## config.mk

```make
export PLATFORM = sky130hd
export DESIGN_NAME = uart_boot_loader
export DESIGN_NICKNAME = d
export VERILOG_FILES = /design/src/rtl/uart_boot_loader.sv
export SDC_FILE = /design/constraint.sdc
export NUM_CORES = 1
export LEC_CHECK = 0
export CORE_MARGIN = 3
export CORE_UTILIZATION = 56
export DETAILED_ROUTE_END_ITERATION = 8
export PLACE_DENSITY_LB_ADDON = 0.2
export SLEW_MARGIN = 0
export SYNTH_ARGS = -nofsm -noshare
export SYNTH_HDL_FRONTEND = slang
export SYNTH_SLANG_ARGS = --single-unit
```

## constraint.sdc

```tcl
create_clock -name clk -period 3.6 [get_ports clk]
set_clock_uncertainty 0.1 [all_clocks]
set_input_delay 0.54 -clock clk [delete_from_list [all_inputs] [get_ports clk]]
set_output_delay 0.54 -clock clk [all_outputs]
set_load 0.02 [all_outputs]
```

## src/rtl/uart_boot_loader.sv

```systemverilog
// uart_boot_loader: hunts a UART byte stream for the start marker 5a a5 0f f0,
// then packs the following bytes little-endian into 32-bit words. Each word is
// written to consecutive instruction-memory addresses until the word-aligned
// end marker 32'h5aa5_0ff0 arrives. The core is held in reset while loading.
// Optional feature macro: BOOT_TIMEOUT_EN enables an inter-byte idle timeout in LOAD.
module uart_boot_loader #(
  parameter logic [31:0] BASE_ADDR      = 32'h0000_0000,
  parameter int          MAX_WORDS      = 1024,
  parameter int          TIMEOUT_CYCLES = 500000
) (
  input  logic        clk,
  input  logic        reset,
  input  logic        rx_valid,
  input  logic [7:0]  rx_data,
  output logic        mem_write_enable,
  output logic [31:0] mem_write_address,
  output logic [31:0] mem_write_data,
  output logic        core_hold,
  output logic        load_done,
  output logic        load_error,
  output logic [15:0] word_count
);

  localparam logic [31:0] START_MARK = 32'h5aa5_0ff0;
  localparam logic [31:0] END_MARK   = 32'h5aa5_0ff0;

  typedef enum logic {HUNT, LOAD} state_t;

  state_t      state, next_state;
  logic [31:0] history;
  logic [23:0] word_buf;
  logic [1:0]  byte_idx;
  logic        start_hit;
  logic        word_done;
  logic        end_hit;
  logic        has_room;
  logic        timeout_hit;
  logic [31:0] assembled;

  // The start marker is checked against the history plus the byte arriving now,
  // so the match is seen on the edge that samples the final marker byte.
  assign start_hit = (state == HUNT) && rx_valid && ({history[23:0], rx_data} == START_MARK);
  assign assembled = {rx_data, word_buf};
  assign word_done = (state == LOAD) && rx_valid && (byte_idx == 2'd3);
  assign end_hit   = word_done && (assembled == END_MARK);
  assign has_room  = {16'd0, word_count} < 32'(MAX_WORDS);

`ifdef BOOT_TIMEOUT_EN
  logic [31:0] idle_cnt;

  // Idle counter runs only in LOAD and restarts on every received byte.
  always_ff @(posedge clk or negedge reset) begin
    if (!reset)
      idle_cnt <= '0;
    else if (state != LOAD || rx_valid)
      idle_cnt <= '0;
    else
      idle_cnt <= idle_cnt + 32'd1;
  end

  assign timeout_hit = (state == LOAD) && !rx_valid && (idle_cnt == 32'(TIMEOUT_CYCLES - 1));
`else
  logic unused_timeout;
  assign unused_timeout = (TIMEOUT_CYCLES < 0);
  assign timeout_hit    = 1'b0;
`endif

  // State register.
  always_ff @(posedge clk or negedge reset) begin
    if (!reset)
      state <= HUNT;
    else
      state <= next_state;
  end

  // Next-state decode: enter LOAD on the start marker, leave on end marker or timeout.
  always_comb begin
    next_state = state;
    case (state)
      HUNT: if (start_hit) next_state = LOAD;
      LOAD: if (end_hit || timeout_hit) next_state = HUNT;
      default: next_state = HUNT;
    endcase
  end

  // Datapath: marker history, word assembly, memory write strobe and status flags.
  always_ff @(posedge clk or negedge reset) begin
    if (!reset) begin
      history           <= '0;
      word_buf          <= '0;
      byte_idx          <= '0;
      mem_write_enable  <= 1'b0;
      mem_write_address <= '0;
      mem_write_data    <= '0;
      core_hold         <= 1'b0;
      load_done         <= 1'b0;
      load_error        <= 1'b0;
      word_count        <= '0;
    end else begin
      mem_write_enable <= 1'b0;
      load_done        <= 1'b0;
      if (state == HUNT) begin
        if (start_hit) begin
          history    <= '0;
          core_hold  <= 1'b1;
          word_count <= '0;
          load_error <= 1'b0;
          byte_idx   <= '0;
        end else if (rx_valid) begin
          history <= {history[23:0], rx_data};
        end
      end else if (timeout_hit) begin
        load_error <= 1'b1;
        core_hold  <= 1'b0;
        byte_idx   <= '0;
        history    <= '0;
      end else if (rx_valid) begin
        byte_idx <= byte_idx + 2'd1;
        case (byte_idx)
          2'd0:    word_buf[7:0]   <= rx_data;
          2'd1:    word_buf[15:8]  <= rx_data;
          2'd2:    word_buf[23:16] <= rx_data;
          default: word_buf        <= word_buf;
        endcase
        if (end_hit) begin
          load_done <= 1'b1;
          core_hold <= 1'b0;
          history   <= '0;
        end else if (word_done && has_room) begin
          mem_write_enable  <= 1'b1;
          mem_write_address <= BASE_ADDR + {14'd0, word_count, 2'b00};
          mem_write_data    <= assembled;
          word_count        <= word_count + 16'd1;
        end else if (word_done) begin
          load_error <= 1'b1;
        end
      end
    end
  end

endmodule

```

### Yosys cells after proc, flatten, opt, wreduce, memory -nomap -nowiden

Index checks and enable logic that the tools add are counted.

* $add $sub $neg: 2
* order comparisons: 1
* muxes and demuxes: 33
* equal/unequal tests: 11
* reduce and logical (&&, ||, !) cells: 18
* bitwise gates (word level): 2

Operator list (number)
* 2-to-1 mux 24 bit: 5
* 2-to-1 mux 16 bit: 5
* equality test 32 x 31 -> 1 bit, second input constant: 2
* 2-to-1 mux 1 bit: 19
* adder 16 x 1 -> 16 bit, second input constant: 1
* < comparator 16 x 11 -> 1 bit, second input constant: 1
* AND reduction 3 bit: 5
* AND reduction 4 bit: 2
* logical AND 1 bit: 6
* 2-to-1 mux 2 bit: 3
* inequality test 2 x 1 -> 1 bit, second input constant: 3
* inequality test 2 bit, second input constant: 3
* AND reduction 5 bit: 1
* equality test 2 bit, second input constant: 2
* nonzero test 2 bit: 2
* adder 2 x 1 -> 2 bit, second input constant: 1
* equality test 2 x 1 -> 1 bit, second input constant: 1
* logical NOT 2 bit: 1
* inverter 1 bit: 2
* one-hot mux 1 bit (2 select lines): 1
* AND reduction 2 bit: 1

* output and inout bits: 84
* logic and storage cells: 80
* bits in registers: 119
* input bits: 11

### Logic depth before layout (Yosys ltp)

* depth in word-level cells: 7
* depth in mapped cells: 8
* mapped depth without buffers: 6

### Worst setup path before layout

OpenSTA, ideal clock, no wires.

* path kind: flip-flop to flip-flop
* from: register word_count[11]
* to: register mem_write_data[10]
* cell stages (with the launch flop): 7
* arrival: 2127 ps
* path slack: 1248 ps
* data required time: 3375 ps
* cells stage by stage: dfrtp_1 or4_4 or3_1 nor3_2 buf_6 buf_6 mux2_4

* cells in the longest elaborated chain, start to end: 3

Ends and longest elaborated chain
* from (decl): RTL line 21 `output logic [15:0] word_count`
* from (signal assigned): RTL line 133 `word_count <= word_count + 16'd1;`
* < comparator 16 x 11 -> 1 bit: RTL line 46 `assign has_room = {16'd0, word_count} < 32'(MAX_WORDS);`
* logical AND 1 bit: RTL line 129 `end else if (word_done && has_room) begin`
* AND reduction 4 bit (no source line)
* to (signal assigned): RTL line 132 `mem_write_data <= assembled;`
* to (decl): RTL line 17 `output logic [31:0] mem_write_data,`

No other way between the ends.
A chain may end at the register's enable or synchronous reset.

### Worst setup path in the final report

* from: input rx_data[2]
* to: register history[5]

* cells in the longest elaborated chain, start to end: 4
* elaborated cells on any way between the ends: 9
* those cells by class: 3 x eq/ne; 2 x mux; 4 x reduce/logical

Ends and longest elaborated chain
* from (decl): RTL line 14 `input logic [7:0] rx_data,`
* equality test 32 x 31 -> 1 bit, on equally long branches: RTL line 45, 42
* logical AND 1 bit, on equally long branches: RTL line 45, 42
* inequality test 2 x 1 -> 1 bit (no source line) (tied with other cells)
* AND reduction 3 bit (no source line) or 2-to-1 mux 24 bit (tied branches)
* to (signal assigned): RTL line 110 `history <= {history[23:0], rx_data};`
* to (decl): RTL line 30 `logic [31:0] history;`

Parallel ways exist; a longest one is shown, timed or not.

==> run_summary.xml <==
<?xml version="1.0" encoding="UTF-8"?>
<metrics>
  <group name="critical_path">
    <metric name="critPathRequiredTime" unit="ns">3.90</metric>
    <metric name="critical_path_peak_fanout" unit="">24</metric>
    <metric name="wp_buf_inv" unit="">1</metric>
    <metric name="cp_slowest_cell" unit="">sky130_fd_sc_hd__or4bb_1</metric>
    <metric name="cp-end-kind" unit="">flip-flop</metric>
    <metric name="family_of_cells_with_the_greatest_summed_delay_on_the_critical_path" unit="">simple AND/OR/NAND/NOR gates</metric>
    <metric name="worst-endpoint-arrival" unit="ns">2.98</metric>
    <metric name="timing.critical_path.slowest_cell_delay" unit="ns">0.60</metric>
    <metric name="worstPathCellList" unit="">clkdlybuf4s50_1 &gt; or4bb_1 &gt; nor3_1 &gt; and3_2 &gt; o21ai_2 &gt; a22o_1</metric>
    <metric name="r2r_setup_slack" unit="ns">1.00</metric>
    <metric name="reg2reg_from" unit="">word_buf[13]</metric>
    <metric name="cp_class" unit="">input port to flip-flop</metric>
    <metric name="worst_setup_path_start_kind" unit="">input port</metric>
    <metric name="worst_setup_path_startpoint" unit="">rx_data[2]</metric>
  </group>
  <group name="synth">
    <metric name="synthesis.area_per_instance" unit="sq um">13.8</metric>
    <metric name="synth-async-reset-ratio" unit="">1.00</metric>
    <metric name="postSynthCellCount" unit="">358</metric>
    <metric name="postSynth.topFlopCell" unit="">sky130_fd_sc_hd__dfrtp_1</metric>
    <metric name="synth_compound_gate_area_share" unit="">0.0775</metric>
    <metric name="seq_cells_post_synth" unit="">119</metric>
    <metric name="yosysTopAreaCellShare" unit="">0.601</metric>
    <metric name="largest_family_of_logic_cells_by_synthesized_area" unit="">multiplexers</metric>
    <metric name="number_of_synthesized_flops_with_an_enable_pin" unit="">0</metric>
    <metric name="netlist.top_cell.by_area" unit="">sky130_fd_sc_hd__dfrtp_1</metric>
    <metric name="synth_cell_type_count" unit="">41</metric>
    <metric name="synth_common_cells" unit="">sky130_fd_sc_hd__dfrtp_1, sky130_fd_sc_hd__mux2_2, sky130_fd_sc_hd__a22o_1</metric>
    <metric name="synth.mux.area_fraction" unit="">0.154</metric>
    <metric name="post_synth_fa_ha_maj_area_fraction" unit="">0.0126</metric>
    <metric name="synth.cell_area" unit="sq um">4960</metric>
    <metric name="post-synth-top-count-cell" unit="">sky130_fd_sc_hd__dfrtp_1</metric>
    <metric name="xor_xnor_cell_area_share_of_the_yosys_netlist" unit="">0</metric>
    <metric name="yosysSeqAreaShare" unit="">0.601</metric>
    <metric name="netlist_top_cells_area" unit="">sky130_fd_sc_hd__dfrtp_1, sky130_fd_sc_hd__mux2_2, sky130_fd_sc_hd__a22o_1</metric>
    <metric name="syn_warnings" unit="">0</metric>
    <metric name="synth-simple-area-share" unit="">0.107</metric>
  </group>
  <group name="timing">
    <metric name="tightest_slew" unit="ns">0.961</metric>
    <metric name="finalSetupTns" unit="ns">0</metric>
    <metric name="grt_setup_unrepaired" unit="">false</metric>
    <metric name="max_clock_freq" unit="GHz">0.372</metric>
    <metric name="post-route-min-period" unit="ns">2.69</metric>
    <metric name="final_hold_slack" unit="ns">0.388</metric>
    <metric name="max_slew_violation_count" unit="">0</metric>
    <metric name="finalSetupViolCount" unit="">0</metric>
    <metric name="period_share" unit="">0.747</metric>
    <metric name="finalHoldViolations" unit="">0</metric>
    <metric name="max-slew-margin-rel" unit="">0.359</metric>
  </group>
  <group name="route">
    <metric name="wl_per_cell" unit="um">19.3</metric>
    <metric name="initialDrtViolationCount" unit="">153</metric>
    <metric name="post_drt_via_cell_ratio" unit="">5.79</metric>
    <metric name="postRouteAntennaNets" unit="">0</metric>
    <metric name="detail_route.wirelength" unit="mm">11.0</metric>
    <metric name="post-route-drc-count" unit="">0</metric>
    <metric name="vias" unit="">3294</metric>
    <metric name="drt_first_pass_iters" unit="">4</metric>
  </group>
  <group name="grt">
    <metric name="first_global_vias" unit="">3524</metric>
    <metric name="grt_usage" unit="">0.242</metric>
    <metric name="grt_max_degree" unit="">74</metric>
    <metric name="first_pass_grt_wire_length" unit="mm">18.6</metric>
    <metric name="global_route.overflow_total" unit="">0</metric>
    <metric name="grt_antenna_before_repair" unit="">0</metric>
  </group>
  <group name="placed_design">
    <metric name="replace_congestion" unit="">0.801</metric>
    <metric name="placement.io_buffers" unit="">78</metric>
    <metric name="hpwl" unit="mm">7.26</metric>
  </group>
  <group name="layout">
    <metric name="final-seq-area" unit="sq um">2980</metric>
    <metric name="n_antenna_cell" unit="">0</metric>
    <metric name="finish.net_count" unit="">467</metric>
    <metric name="multi_input_area" unit="sq um">1810</metric>
    <metric name="layout_cell_share_with_drive_strength_beyond_1" unit="">0.259</metric>
    <metric name="area_growth_from_synthesis_to_layout" unit="%">29.1</metric>
    <metric name="fillerInstances" unit="">537</metric>
  </group>
  <group name="clock_tree">
    <metric name="clock_path_buffers" unit="">2</metric>
    <metric name="clkSinkCount" unit="">119</metric>
    <metric name="clock_tree.htree_level_count" unit="">4</metric>
    <metric name="post_cts_resize_count" unit="">0</metric>
    <metric name="root_buffer" unit="">sky130_fd_sc_hd__clkbuf_8</metric>
    <metric name="post_cts_buffers" unit="">0</metric>
    <metric name="tritoncts" unit="">yes</metric>
    <metric name="clkSlewWorstSetupHoldPaths" unit="ns">0.06</metric>
    <metric name="clk_latency" unit="ns">0.51</metric>
    <metric name="cts-buffers-inserted" unit="">17</metric>
  </group>
  <group name="floorplan">
    <metric name="boundaryPins" unit="">95</metric>
    <metric name="die_area" unit="sq um">10000</metric>
    <metric name="floorplan.rows" unit="">33</metric>
    <metric name="core_area" unit="sq um">8420</metric>
    <metric name="initial_core_util" unit="">0.589</metric>
    <metric name="die_height" unit="um">100</metric>
    <metric name="die-width" unit="um">100</metric>
  </group>
  <group name="hold_path">
    <metric name="hold_path_startpoint" unit="">core_hold</metric>
    <metric name="min-delay-path-class" unit="">flip-flop to flip-flop</metric>
  </group>
  <group name="power_and_ir_drop">
    <metric name="pwr_density_cell" unit="nW/um^2">481</metric>
    <metric name="max-vdd-ir-drop" unit="uV">330</metric>
    <metric name="p_leak" unit="nW">3.03</metric>
  </group>
  <group name="job">
    <metric name="maxCapViolations" unit="">0</metric>
  </group>
  <group name="status">
    <metric name="run_status" unit="">finished clean</metric>
  </group>
</metrics>
## power by group
part | switching, W | internal, W
clock network | 0.000644 | 0.000927
logic | 0.0000723 | 0.0000444
registers | 0.0000229 | 0.00137
total | 0.000740 | 0.00234
## through the flow
step           instances  utilization  instance area, sq um  power, W  setup WS (ns)
6_report             569        0.760                  6400   0.00308          0.912
4_1_cts              569        0.760                  6400   0.00311          0.974
3_5_place_dp         536        0.692                  5830   0.00153          0.450
5_1_grt              569        0.760                  6400   0.00319          0.762
3_3_place_gp         536        0.692                  5830   0.00153          0.541
2_1_floorplan        373            -                  5010   0.00147           1.25
## path summary, 6_finish.rpt
check                      cells after the start                    to
setup reg to reg                               5            history[5]
setup / recovery                               6            history[5]
min in group asynchronous                      2  mem_write_address[9]
hold / removal                                 1             core_hold
hold reg to reg                                1             core_hold
max in group asynchronous                      3         word_count[3]
## layout make-up
type                       instances  share of cell area
sequential                       119               0.465
clock inverter                    15              0.0223
inverter                           6             0.00352
clock buffer                      17              0.0647
tap                              105              0.0205
multi-input combinational        217               0.283
timing repair buffer              90               0.140
## logic make-up after synthesis
group           Yosys count
buf+inv                  37
flops                   119
compound gates           50
fa+ha+maj                 5
other cells               1
mux                      67
simple gates             79
## cell usage in the layout, fill, tap and decap left out, types with 7 or more instances in the layout
cell type / count
sky130_fd_sc_hd__dfrtp_1: 119
sky130_fd_sc_hd__clkdlybuf4s50_1: 77
sky130_fd_sc_hd__mux2_2: 64
sky130_fd_sc_hd__a22o_1: 25
sky130_fd_sc_hd__conb_1: 16
sky130_fd_sc_hd__clkbuf_16: 16
sky130_fd_sc_hd__nand2_1: 15
sky130_fd_sc_hd__nor2b_1: 12
sky130_fd_sc_hd__or4_1: 10
sky130_fd_sc_hd__buf_4: 10
sky130_fd_sc_hd__a21oi_1: 9
sky130_fd_sc_hd__o31ai_1: 8
sky130_fd_sc_hd__nor3_1: 7
## state kept, by name (all words and copies together), names as in the netlist, 2 cells and up
register,cells
word_buf,24
mem_write_address,16
byte_idx,2
mem_write_data,32
word_count,16
history,24
## what timing repair did
action | in CTS | in global routing
endpoints found under the setup margin | 0 | 0
hold buffers | 1 | 0
endpoints found under the hold margin | 46 | 0
## routing by layer
metal  GRT usage  wire length, um  up-vias
met5           0                0        -
met4      0.0964              179        0
met3      0.0584              488       15
met2       0.374             5320      100
met1       0.335             5010     1691
li1            -                -     1488
(Power assumes the default switching activity.)
